File: src/rtl/sram_ctrl_pkg.sv
// Shared types and defaults for the synchronous-to-async SRAM initiator.
package sram_ctrl_pkg;

  localparam int DEF_ADDR_WIDTH = 16;
  localparam int DEF_DATA_WIDTH = 16;

  typedef enum logic [2:0] {
    IDLE,
    RD,
    WSETUP,
    WPULSE,
    WHOLD
  } state_e;

  function automatic int max_int(input int a, input int b);
    return (a > b) ? a : b;
  endfunction

endpackage

File: src/rtl/sram_ctrl.sv
// Valid/ready front end that sequences address setup, write-enable pulse/hold
// and read wait states for an asynchronous SRAM with combinational read data.
module sram_ctrl
  import sram_ctrl_pkg::*;
#(
  parameter int ADDR_WIDTH = DEF_ADDR_WIDTH,
  parameter int DATA_WIDTH = DEF_DATA_WIDTH,
  parameter int RD_WAIT    = 2,
  parameter int WR_WAIT    = 2
) (
  input  logic                  clk,
  input  logic                  rst,
  input  logic                  req_valid,
  output logic                  req_ready,
  input  logic                  req_we,
  input  logic [ADDR_WIDTH-1:0] req_addr,
  input  logic [DATA_WIDTH-1:0] req_wdata,
  output logic                  resp_valid,
  output logic [DATA_WIDTH-1:0] resp_rdata,
  output logic                  sram_we_n,
  output logic [ADDR_WIDTH-1:0] sram_addr,
  output logic [DATA_WIDTH-1:0] sram_din,
  input  logic [DATA_WIDTH-1:0] sram_dout
);

  localparam int CNT_W = $clog2(max_int(RD_WAIT, WR_WAIT)) + 1;
  localparam logic [CNT_W-1:0] RD_INIT = CNT_W'(RD_WAIT - 1);
  localparam logic [CNT_W-1:0] WR_INIT = CNT_W'(WR_WAIT - 1);

  if (RD_WAIT < 1 || WR_WAIT < 1) begin : g_bad_wait
    $error("sram_ctrl: RD_WAIT and WR_WAIT must both be >= 1");
  end

  state_e           state, state_nxt;
  logic [CNT_W-1:0] cnt, cnt_nxt;
  logic             we_n_nxt;
  logic             resp_valid_nxt;
  logic             rdata_ld;
  logic             accept;

  assign req_ready = (state == IDLE);
  assign accept    = req_valid & req_ready;

  always_ff @(posedge clk or posedge rst) begin
    if (rst) begin
      state <= IDLE;
      cnt   <= '0;
    end else begin
      state <= state_nxt;
      cnt   <= cnt_nxt;
    end
  end

  always_comb begin
    state_nxt      = state;
    cnt_nxt        = cnt;
    we_n_nxt       = 1'b1;
    resp_valid_nxt = 1'b0;
    rdata_ld       = 1'b0;
    unique case (state)
      IDLE: begin
        if (accept) begin
          if (req_we) begin
            state_nxt = WSETUP;
          end else begin
            state_nxt = RD;
            cnt_nxt   = RD_INIT;
          end
        end
      end
      RD: begin
        if (cnt != '0) begin
          cnt_nxt = cnt - CNT_W'(1);
        end else begin
          rdata_ld       = 1'b1;
          resp_valid_nxt = 1'b1;
          state_nxt      = IDLE;
        end
      end
      // Address/data have been stable for a full cycle before we_n drops.
      WSETUP: begin
        state_nxt = WPULSE;
        cnt_nxt   = WR_INIT;
        we_n_nxt  = 1'b0;
      end
      WPULSE: begin
        if (cnt != '0) begin
          cnt_nxt  = cnt - CNT_W'(1);
          we_n_nxt = 1'b0;
        end else begin
          state_nxt = WHOLD;
        end
      end
      WHOLD: begin
        resp_valid_nxt = 1'b1;
        state_nxt      = IDLE;
      end
      default: state_nxt = IDLE;
    endcase
  end

  // Pins only move on an accept edge, which can only occur in IDLE.
  always_ff @(posedge clk or posedge rst) begin
    if (rst) begin
      sram_we_n  <= 1'b1;
      sram_addr  <= '0;
      sram_din   <= '0;
      resp_valid <= 1'b0;
      resp_rdata <= '0;
    end else begin
      sram_we_n  <= we_n_nxt;
      resp_valid <= resp_valid_nxt;
      if (accept) begin
        sram_addr <= req_addr;
        if (req_we) sram_din <= req_wdata;
      end
      if (rdata_ld) resp_rdata <= sram_dout;
    end
  end

endmodule

File: config.mk
export PLATFORM = sky130hd
export DESIGN_NAME = sram_ctrl
export DESIGN_NICKNAME = d
export VERILOG_FILES = /design/src/rtl/sram_ctrl_pkg.sv /design/src/rtl/sram_ctrl.sv
export SDC_FILE = /design/constraint.sdc
export NUM_CORES = 1
export LEC_CHECK = 0
export ABC_AREA = 1
export BUFFER_PORTS_ARGS = -buffer_cell sky130_fd_sc_hd__buf_4
export CAP_MARGIN = 20
export CORE_ASPECT_RATIO = 0.8
export CORE_MARGIN = 1.5
export CORE_UTILIZATION = 41
export DETAILED_ROUTE_END_ITERATION = 12
export GPL_TIMING_DRIVEN = 1
export PLACE_DENSITY = 0.68
export SLEW_MARGIN = 40
export SYNTH_ARGS = -nofsm -noshare
export SYNTH_HDL_FRONTEND = slang
export SYNTH_SLANG_ARGS = --single-unit
export TNS_END_PERCENT = 30
File: constraint.sdc
create_clock -name clk -period 4.7 [get_ports clk]
set_clock_uncertainty 0.1 [all_clocks]
set_input_delay 0.47 -clock clk [delete_from_list [all_inputs] [get_ports clk]]
set_output_delay 0.47 -clock clk [all_outputs]
set_load 0.02 [all_outputs]
==> flow_summary.yaml, run 1 <==
synthesis:
  syn_nets: 302
  synth_top_area_share_pct: 56.5
  ys_ff_latch: 55
  yosys-top-cells-area: "dfrtp_1, nand2_1, o21ai_2"
  synthesis.area_sq_mm: 0.00239
  ys.warnings.count: 0
  ys_seq_area_share_pct: 57.6
  yosys.area.top_type: "dfrtp_1"
  ys_types: 23
  synth_cells: 249
  synth.avg_cell_area_sq_um: 9.61
grt:
  grt_max_degree: 56
  antenna_found_initial: 0
  grt_use_total_pct: 16.4
  grt_overflow: 0
  grt_pass1_vias: 1815
  grt_pass1_wl_um: 7980
route:
  dr.pass1.iters: 4
  vias: 1967
  wl_um: 5070
  vias_per_cell: 4.60
  drc: 0
  ant_nets: 0
  wire_per_inst_um: 11.8
  drtIter0Drc: 83
cells_and_area:
  nNetsFinal: 402
  most-common-layout-cells: "buf_4, nand2_1, dfrtp_1"
  syn2layout_area_growth_pct: 37.2
  n_antenna_cell: 0
  drive_gt1_share_pct: 40.3
  final_common_cell: "buf_4"
status:
  status: "completed"
clocking:
  cts_tree: "done"
  clkLatencyLatePin_ns: 0.31
  cts_buffers: 5
  cts_root_buf: "clkbuf_8"
  post_cts_buffers: 0
  clock-sinks: 55
  h-tree-depth: 2
  cts_resized: 0
  ctsHoldBuffers: 0
  max-clock-path-buffers: 2
  clk_pin_slew_ns: 0.09
power:
  power-per-cell-area_mw_per_mm2: 692
  total_power_mw: 2.27
  ir_drop_mv: 0.302
  leakage_nw: 1.77
setup_path:
  slowest_stage: "dfrtp_1"
  cp-start-kind: "register"
  cpPeakStageDelay_ns: 0.45
  crit_type: "register to primary output"
  crit_buf_inv: 2
  arrival_ns: 1.36
  cp-end-kind: "primary output"
  critical_path_peak_fanout: 18
  critPathRequiredTime_ns: 4.13
  cp_top_family: "flip-flops"
  cp_cell_sequence: "nor2_4, nand2_4, inv_1, buf_4"
floorplanning:
  pin_count: 103
  dieWidth_um: 88.4
  initial_core_util_pct: 43.3
  fp-row-count: 24
  die_height_um: 71.3
  coreArea_sq_mm: 0.00553
  die_area_sq_mm: 0.00631
placement:
  place.detailed.hpwl_um: 3560
  gp_congestion: 0.851
  io_buffers: 102
sta:
  post-route-period-util_pct: 41.1
  fmax_mhz: 518
  hold_viol: 0
  max_slew.worst_pin.slew_ns: 0.662
  final_max_slew_viol_count: 0
  min_period_ns: 1.93
  finalSetupViolations: 0
  hold_ws_ns: 0.240
  setup_tns_ns: 0
  relSlewSlack_pct: 55.9
  rsz0062_at_grt: "false"
hold_path:
  hp-class: "primary input to asynchronous set/reset pin"
flow_run:
  max-cap-violations: 0
-- power by group --
group	internal [mW]	switching, mW	total, mW
Clock	0.172	0.147	0.320
Sequential	0.697	0.135	0.833
Combinational	0.451	0.668	1.12
Total	1.32	0.950	2.27
-- worst min-delay path, delay by kind of cell --
kind / cells / cell delay [ns]
buffers and inverters: 3 / 0.67
-- area by class of cell --
cell class,instances,area [sq um]
Clock inverter,2,35.0
Sequential cell,55,1380
Tap cell,78,97.6
Clock buffer,6,82.6
Timing Repair Buffer,104,781
Fill cell,499,2240
Multi-Input combinational cell,157,813
Inverter,26,97.6
-- path summary, 6_finish.rpt --
path | from | to | slack [ns] | depth (start not counted)
hold / removal | rst | resp_rdata[7] | 0.24 | 3
max in group asynchronous | rst | resp_rdata[13] | 3.83 | 3
setup reg to reg | state[0] | sram_din[6] | 3.04 | 5
hold reg to reg | cnt[1] | cnt[1] | 0.38 | 2
min in group clk | req_addr[3] | sram_addr[3] | 0.26 | 3
setup / recovery | state[0] | req_ready | 2.77 | 4
-- kinds of logic (layout without fill, tap and decap cells) --
| group | count (synthesis) | after routing | share of synthesized area, % |
|---|---|---|---|
| adder cells (fa/ha/maj) | 1 | 1 | 0.523 |
| buffers and inverters | 37 | 138 | 8.47 |
| AND/OR/NAND/NOR | 105 | 105 | 19.7 |
| AO/OA/AOI/OAI | 51 | 51 | 13.7 |
| flip-flops | 55 | 55 | 57.6 |
-- state kept, by name (all words and copies together) (netlist names) --
| register | flops |
|---|---|
| sram_din | 16 |
| resp_rdata | 16 |
| sram_addr | 16 |
| resp_valid | 1 |
| state | 3 |
| sram_we_n | 1 |
| cnt | 2 |
-- cell usage after synthesis --
library cell,number
o21ai_1,5
inv_2,1
nand3_1,2
nor4_1,1
clkbuf_1,2
nand4_1,3
nand2_4,1
inv_1,25
buf_6,6
nand2_1,91
buf_2,1
buf_12,1
clkbuf_2,1
o21ai_0,25
a21oi_1,1
nor2_4,4
nor2_1,1
ha_1,1
dfrtp_1,54
nand3_4,2
dfstp_2,1
o21ai_2,19
o211ai_1,1
-- per-stage QoR --
stage	instances	cell area, sq um	utilization (%)	setup slack [ns]
floorplan	249	2390	-	2.79
global placement	420	3170	57.3	3.05
detailed placement	420	3170	57.3	3.03
CTS	428	3280	59.4	2.75
global route	428	3280	59.4	2.67
finish	428	3280	59.4	2.77
-- layer usage --
layer	global-route usage, %	routed length [um]	up-vias
met5	0	0	-
met4	7.47	77	0
met3	5.18	449	7
met2	24.5	2170	81
met1	22.0	2370	890
li1	-	-	989
No activity file was read; power rests on OpenSTA's default activity.
==> run 2, diff against run 1 <==
--- a/config.mk
+++ b/config.mk
@@ -5,7 +5,7 @@
 export SDC_FILE = /design/constraint.sdc
 export NUM_CORES = 1
 export LEC_CHECK = 0
-export ABC_AREA = 1
+export ABC_AREA = 0
 export BUFFER_PORTS_ARGS = -buffer_cell sky130_fd_sc_hd__buf_4
 export CAP_MARGIN = 20
 export CORE_ASPECT_RATIO = 0.8
@@ -13,7 +13,7 @@
 export CORE_UTILIZATION = 41
 export DETAILED_ROUTE_END_ITERATION = 12
 export GPL_TIMING_DRIVEN = 1
-export PLACE_DENSITY = 0.68
+export PLACE_DENSITY = 0.7
 export SLEW_MARGIN = 40
 export SYNTH_ARGS = -nofsm -noshare
 export SYNTH_HDL_FRONTEND = slang
==> constraint.sdc (replaced) <==
create_clock -name clk -period 1.95 [get_ports clk]
set_clock_uncertainty 0.1 [all_clocks]
set_input_delay 0.195 -clock clk [delete_from_list [all_inputs] [get_ports clk]]
set_output_delay 0.195 -clock clk [all_outputs]
set_load 0.02 [all_outputs]
==> run 2 against run 1 <==
Compared with the run above: the run now ends with DRC left; power rose by 150%; worst setup slack worse by 2.5 ns; sequential power increased by 140%; synthesized cell count decreased by 46%; global-route usage down 0.58 points; final cell count shrank 29%; highest routed layer unchanged.
==> flow_summary.yaml, run 2 <==
floorplanning:
  dieWidth_um: 85.1
  die_height_um: 68.7
  initial_core_util_pct: 43.4
  fp-row-count: 23
  coreArea_sq_mm: 0.00509
  pin_count: 103
  die_area_sq_mm: 0.00584
synthesis:
  synth_most_common_cell: "dfrtp_1"
  yosys-top-cells-area: "dfrtp_1, mux2_2, mux2_4"
  synth.avg_cell_area_sq_um: 16.5
  ys_types: 24
  synth_common_cells: "dfrtp_1, mux2_2, mux2_4"
  yosys.area.top_type: "dfrtp_1"
  ys_seq_area_share_pct: 62.3
  synth_top_area_share_pct: 61.2
  ys_ff_latch: 55
  ys.warnings.count: 0
  synthArstFlopShare_pct: 100
  synth_enable_flop_cells: 0
  synth_top_flop_cell: "dfrtp_1"
  synth_cells: 134
  syn_nets: 187
  synthesis.area_sq_mm: 0.00221
setup_path:
  endpoint: "resp_rdata[14]"
  cp-end-kind: "register"
  arrival_ns: 1.79
  critical_path_peak_fanout: 16
  critPathRequiredTime_ns: 2.04
  cp-start-kind: "register"
  r2r_slack_ns: 0.25
  ff2ff_path_depth: 6
  r2r-end: "resp_rdata[14]"
  r2r_start: "cnt[0]"
  crit_type: "register to register"
  setup.worst_path.start: "cnt[0]"
cells_and_area:
  most-common-layout-cells: "buf_4, dfrtp_1, mux2_2"
  reg_top3: "resp_rdata: 16 flops, sram_addr: 16 flops, sram_din: 16 flops"
  final_common_cell: "buf_4"
  multi_input_comb_area_sq_um: 744
  syn2layout_area_growth_pct: 43.4
  final_cell_count_no_fill: 306
  drive_gt1_share_pct: 68.9
  n_antenna_cell: 0
  num-fill-cells: 416
  nNetsFinal: 297
  seq_area_sq_mm: 0.00138
sta:
  fmax_mhz: 590
  hold_viol: 0
  relSlewSlack_pct: 72.8
  min_period_ns: 1.70
  finalSetupViolations: 0
  final_max_slew_viol_count: 0
  rsz0062_at_grt: "false"
  setup_tns_ns: 0
  post-route-period-util_pct: 87.0
  max_slew.worst_pin.slew_ns: 0.408
route:
  wire_per_inst_um: 14.9
  drc: 11
  drtIter0Drc: 59
  wl_um: 4560
  vias: 1444
  vias_per_cell: 4.72
  dr.pass1.iters: 8
  ant_nets: 0
clocking:
  cts_tree: "done"
  h-tree-depth: 2
  post_cts_buffers: 0
  clock-sinks: 55
  clk_pin_slew_ns: 0.09
  max-clock-path-buffers: 2
  clkLatencyLatePin_ns: 0.30
  cts_root_buf: "clkbuf_8"
  cts_buffers: 5
  cts_resized: 0
grt:
  antenna_found_initial: 0
  grt_pass1_wl_um: 6930
  grt_pass1_vias: 1396
  grt_use_total_pct: 15.8
  grt_max_degree: 39
  grt_overflow: 0
power:
  ir_drop_mv: 0.876
  leakage_nw: 1.54
  total_power_mw: 5.57
  power-per-cell-area_mw_per_mm2: 1760
placement:
  gp_congestion: 0.671
  place_inst: 296
  io_buffers: 102
  place.detailed.hpwl_um: 3390
status:
  violations: "DRC"
  status: "finished with violations"
hold_path:
  hp-class: "primary input to register"
  hp-start: "req_wdata[6]"
flow_run:
  max-cap-violations: 0
run 2: area by class of cell:
cell class | instances | area share, %
clock inverters | 1 | 0.948
flip-flops and latches | 55 | 43.5
well taps | 62 | 2.45
clock buffers | 6 | 2.29
inverters | 4 | 0.474
repair buffers | 109 | 26.9
multi-input cells | 69 | 23.5
run 2: cells by family after synthesis:
logic type               after synthesis  share of synthesized area, %
AND/OR/NAND/NOR                       13                          4.59
multiplexers                          49                          26.8
AO/OA/AOI/OAI                          6                          1.70
flip-flops                            55                          62.3
buffers and inverters                 10                          3.96
adder cells (fa/ha/maj)                1                         0.566
run 2: critical path, cell delays in order (launching register included):
cell and delay, ns:
dfrtp_1 0.40, inv_1 0.06, ha_1 0.22, nand3b_1 0.16, nor2_4 0.13, buf_12 0.16
mux2_2 0.35
run 2: metal layers:
metal  routed length (um)  global-route usage, %
met1                 2060                   21.7
met2                 1880                   22.8
met3                  604                   7.50
met4                   18                   3.69
met5                    0                      0
run 2: worst min-delay path by stage:
stage,depth (start not counted),endpoint,slack (ns)
global placement,2,sram_din[4],0.11
CTS,2,sram_din[6],0.009
floorplan,1,sram_addr[8],0.24
finish,2,sram_din[6],0.01
global route,2,sram_addr[8],0.003
detailed placement,2,sram_din[1],0.12
run 2: what timing repair did:
| item | 4_1_cts | 5_1_grt |
|---|---|---|
| hold buffers | 1 | 2 |
| setup endpoints to repair | 0 | 0 |
| endpoints found under the hold margin | 17 | 2 |
run 2: per-stage QoR:
| stage | setup WS, ns | util (%) | hold slack [ns] | cell area, sq um |
|---|---|---|---|---|
| final | 0.254 | 62.2 | 0.0137 | 3170 |
| after global routing | 0.163 | 62.2 | 0.00278 | 3170 |
| after CTS | 0.251 | 61.8 | 0.00875 | 3150 |
| after detailed placement | 0.258 | 59.6 | 0.118 | 3040 |
| after global placement | 0.303 | 59.6 | 0.111 | 3040 |
| after floorplan | 0.160 | - | 0.243 | 2210 |
run 2: report_power, final:
part / leakage (nW) / switching, mW / internal (mW) / total, mW
Clock: 0.0513 / 0.345 / 0.377 / 0.722
Sequential: 0.657 / 0.304 / 1.72 / 2.03
Combinational: 0.827 / 1.35 / 1.47 / 2.82
Total: 1.54 / 1.99 / 3.57 / 5.57
==> run 3, diff against run 2 <==
--- a/config.mk
+++ b/config.mk
@@ -11,6 +11,7 @@
 export CORE_ASPECT_RATIO = 0.8
 export CORE_MARGIN = 1.5
 export CORE_UTILIZATION = 41
+export CTS_BUF_LIST = sky130_fd_sc_hd__clkbuf_4 sky130_fd_sc_hd__clkbuf_8
 export DETAILED_ROUTE_END_ITERATION = 12
 export GPL_TIMING_DRIVEN = 1
 export PLACE_DENSITY = 0.7
==> run 3 against run 2 <==
Compared with the run above: the run still ends with DRC left; via count fell by 0.21%; final area increased by 0.12%; fmax about the same; utilization is 0.074 points higher; critical endpoint unchanged.
==> flow_summary.yaml, run 3 (same netlist as run 2, synthesis figures left out) <==
sta:
  max_slew.worst_pin.slew_ns: 0.408
  post-route-period-util_pct: 87.0
  rsz0062_at_grt: "false"
  final_max_slew_viol_count: 0
  min_period_ns: 1.70
  relSlewSlack_pct: 72.8
  hold_viol: 0
  fmax_mhz: 590
  setup_tns_ns: 0
  finalSetupViolations: 0
clocking:
  h-tree-depth: 2
  cts_root_buf: "clkbuf_8"
  max-clock-path-buffers: 2
  clkLatencyLatePin_ns: 0.30
  cts_buffers: 5
  cts_tree: "done"
  clk_pin_slew_ns: 0.10
  cts_resized: 0
  clock-sinks: 55
route:
  drc: 11
  vias: 1441
  vias_per_cell: 4.71
  wire_per_inst_um: 14.9
  dr.pass1.iters: 8
  ant_nets: 0
  drtIter0Drc: 59
  wl_um: 4560
placement:
  io_buffers: 102
  place_inst: 296
  gp_congestion: 0.671
  place.detailed.hpwl_um: 3390
cells_and_area:
  fin_util_pct: 62.3
  most-common-layout-cells: "buf_4, dfrtp_1, mux2_2"
  reg_top3: "resp_rdata: 16 flops, sram_addr: 16 flops, sram_din: 16 flops"
  n_antenna_cell: 0
  nNetsFinal: 297
  final_common_cell: "buf_4"
  syn2layout_area_growth_pct: 43.5
  drive_gt1_share_pct: 69.3
  final_cell_count_no_fill: 306
setup_path:
  critPathRequiredTime_ns: 2.04
  crit_type: "register to register"
  arrival_ns: 1.79
  cp-end-kind: "register"
  critical_path_peak_fanout: 16
  cp-start-kind: "register"
power:
  leakage_nw: 1.54
  ir_drop_mv: 0.876
  power-per-cell-area_mw_per_mm2: 1760
grt:
  grt_overflow: 0
  grt_use_total_pct: 15.8
  antenna_found_initial: 0
  grt_pass1_wl_um: 6930
  grt_max_degree: 39
  grt_pass1_vias: 1396
floorplanning:
  die_area_sq_mm: 0.00584
  fp-row-count: 23
  die_height_um: 68.7
  dieWidth_um: 85.1
  pin_count: 103
  initial_core_util_pct: 43.4
  coreArea_sq_mm: 0.00509
hold_path:
  hp-class: "primary input to register"
flow_run:
  max-cap-violations: 0
status:
  violations: "DRC"
  status: "finished with violations"
## run 3: cell counts in the layout (fill, tap and decap cells not counted)
No cell type changed its count.
## run 3: layout make-up
class,instances,area (sq um)
clock buffers,6,76.3
well taps,62,77.6
multi-input cells,69,744
repair buffers,109,851
clock inverters,1,30.0
inverters,4,15.0
flip-flops and latches,55,1380
fillers,414,1920
## run 3: metal layers
metal	global-route usage (%)	vias up	wire [um]	part of all wire [%]
li1	-	682	-	-
met1	21.7	688	2060	45
met2	22.8	69	1880	41
met3	7.50	2	604	13
met4	3.69	0	18	0.39
met5	0	-	0	0
## run 3: worst paths after layout
| kind | depth (start not counted) | endpoint | startpoint | slack [ns] |
|---|---|---|---|---|
| max in group asynchronous | 4 | sram_we_n | rst | 0.80 |
| min in group asynchronous | 3 | sram_din[1] | rst | 0.33 |
| worst max register to register | 6 | resp_rdata[14] | cnt[0] | 0.25 |
| worst min register to register | 1 | resp_rdata[0] | resp_rdata[0] | 0.41 |
| worst max-delay path | 6 | resp_rdata[14] | cnt[0] | 0.25 |
| worst min-delay path | 2 | sram_din[6] | req_wdata[6] | 0.01 |
## run 3: power by group
part | switching (mW) | internal, mW
registers | 0.304 | 1.72
clock network | 0.346 | 0.391
logic | 1.35 | 1.47
## run 3: metrics by stage
step / power (mW) / hold WS, ns / instance area, sq um / worst slack, ns
global route: 5.90 / 0.00278 / 3170 / 0.163
global placement: 4.83 / 0.111 / 3040 / 0.303
CTS: 5.63 / 0.00866 / 3150 / 0.251
detailed placement: 4.89 / 0.118 / 3040 / 0.258
finish: 5.58 / 0.0127 / 3170 / 0.254
floorplan: 3.73 / 0.243 / 2210 / 0.160
## run 3: critical path, cell delays in order (launching register included)
cell and delay, ns:
dfrtp_1 0.40, inv_1 0.06, ha_1 0.22, nand3b_1 0.16, nor2_4 0.13, buf_12 0.16
mux2_2 0.35
## run 3: what timing repair did
action | in CTS | in global routing
endpoints found under the hold margin | 17 | 2
hold buffers | 1 | 2
buffers inserted | 0 | 0
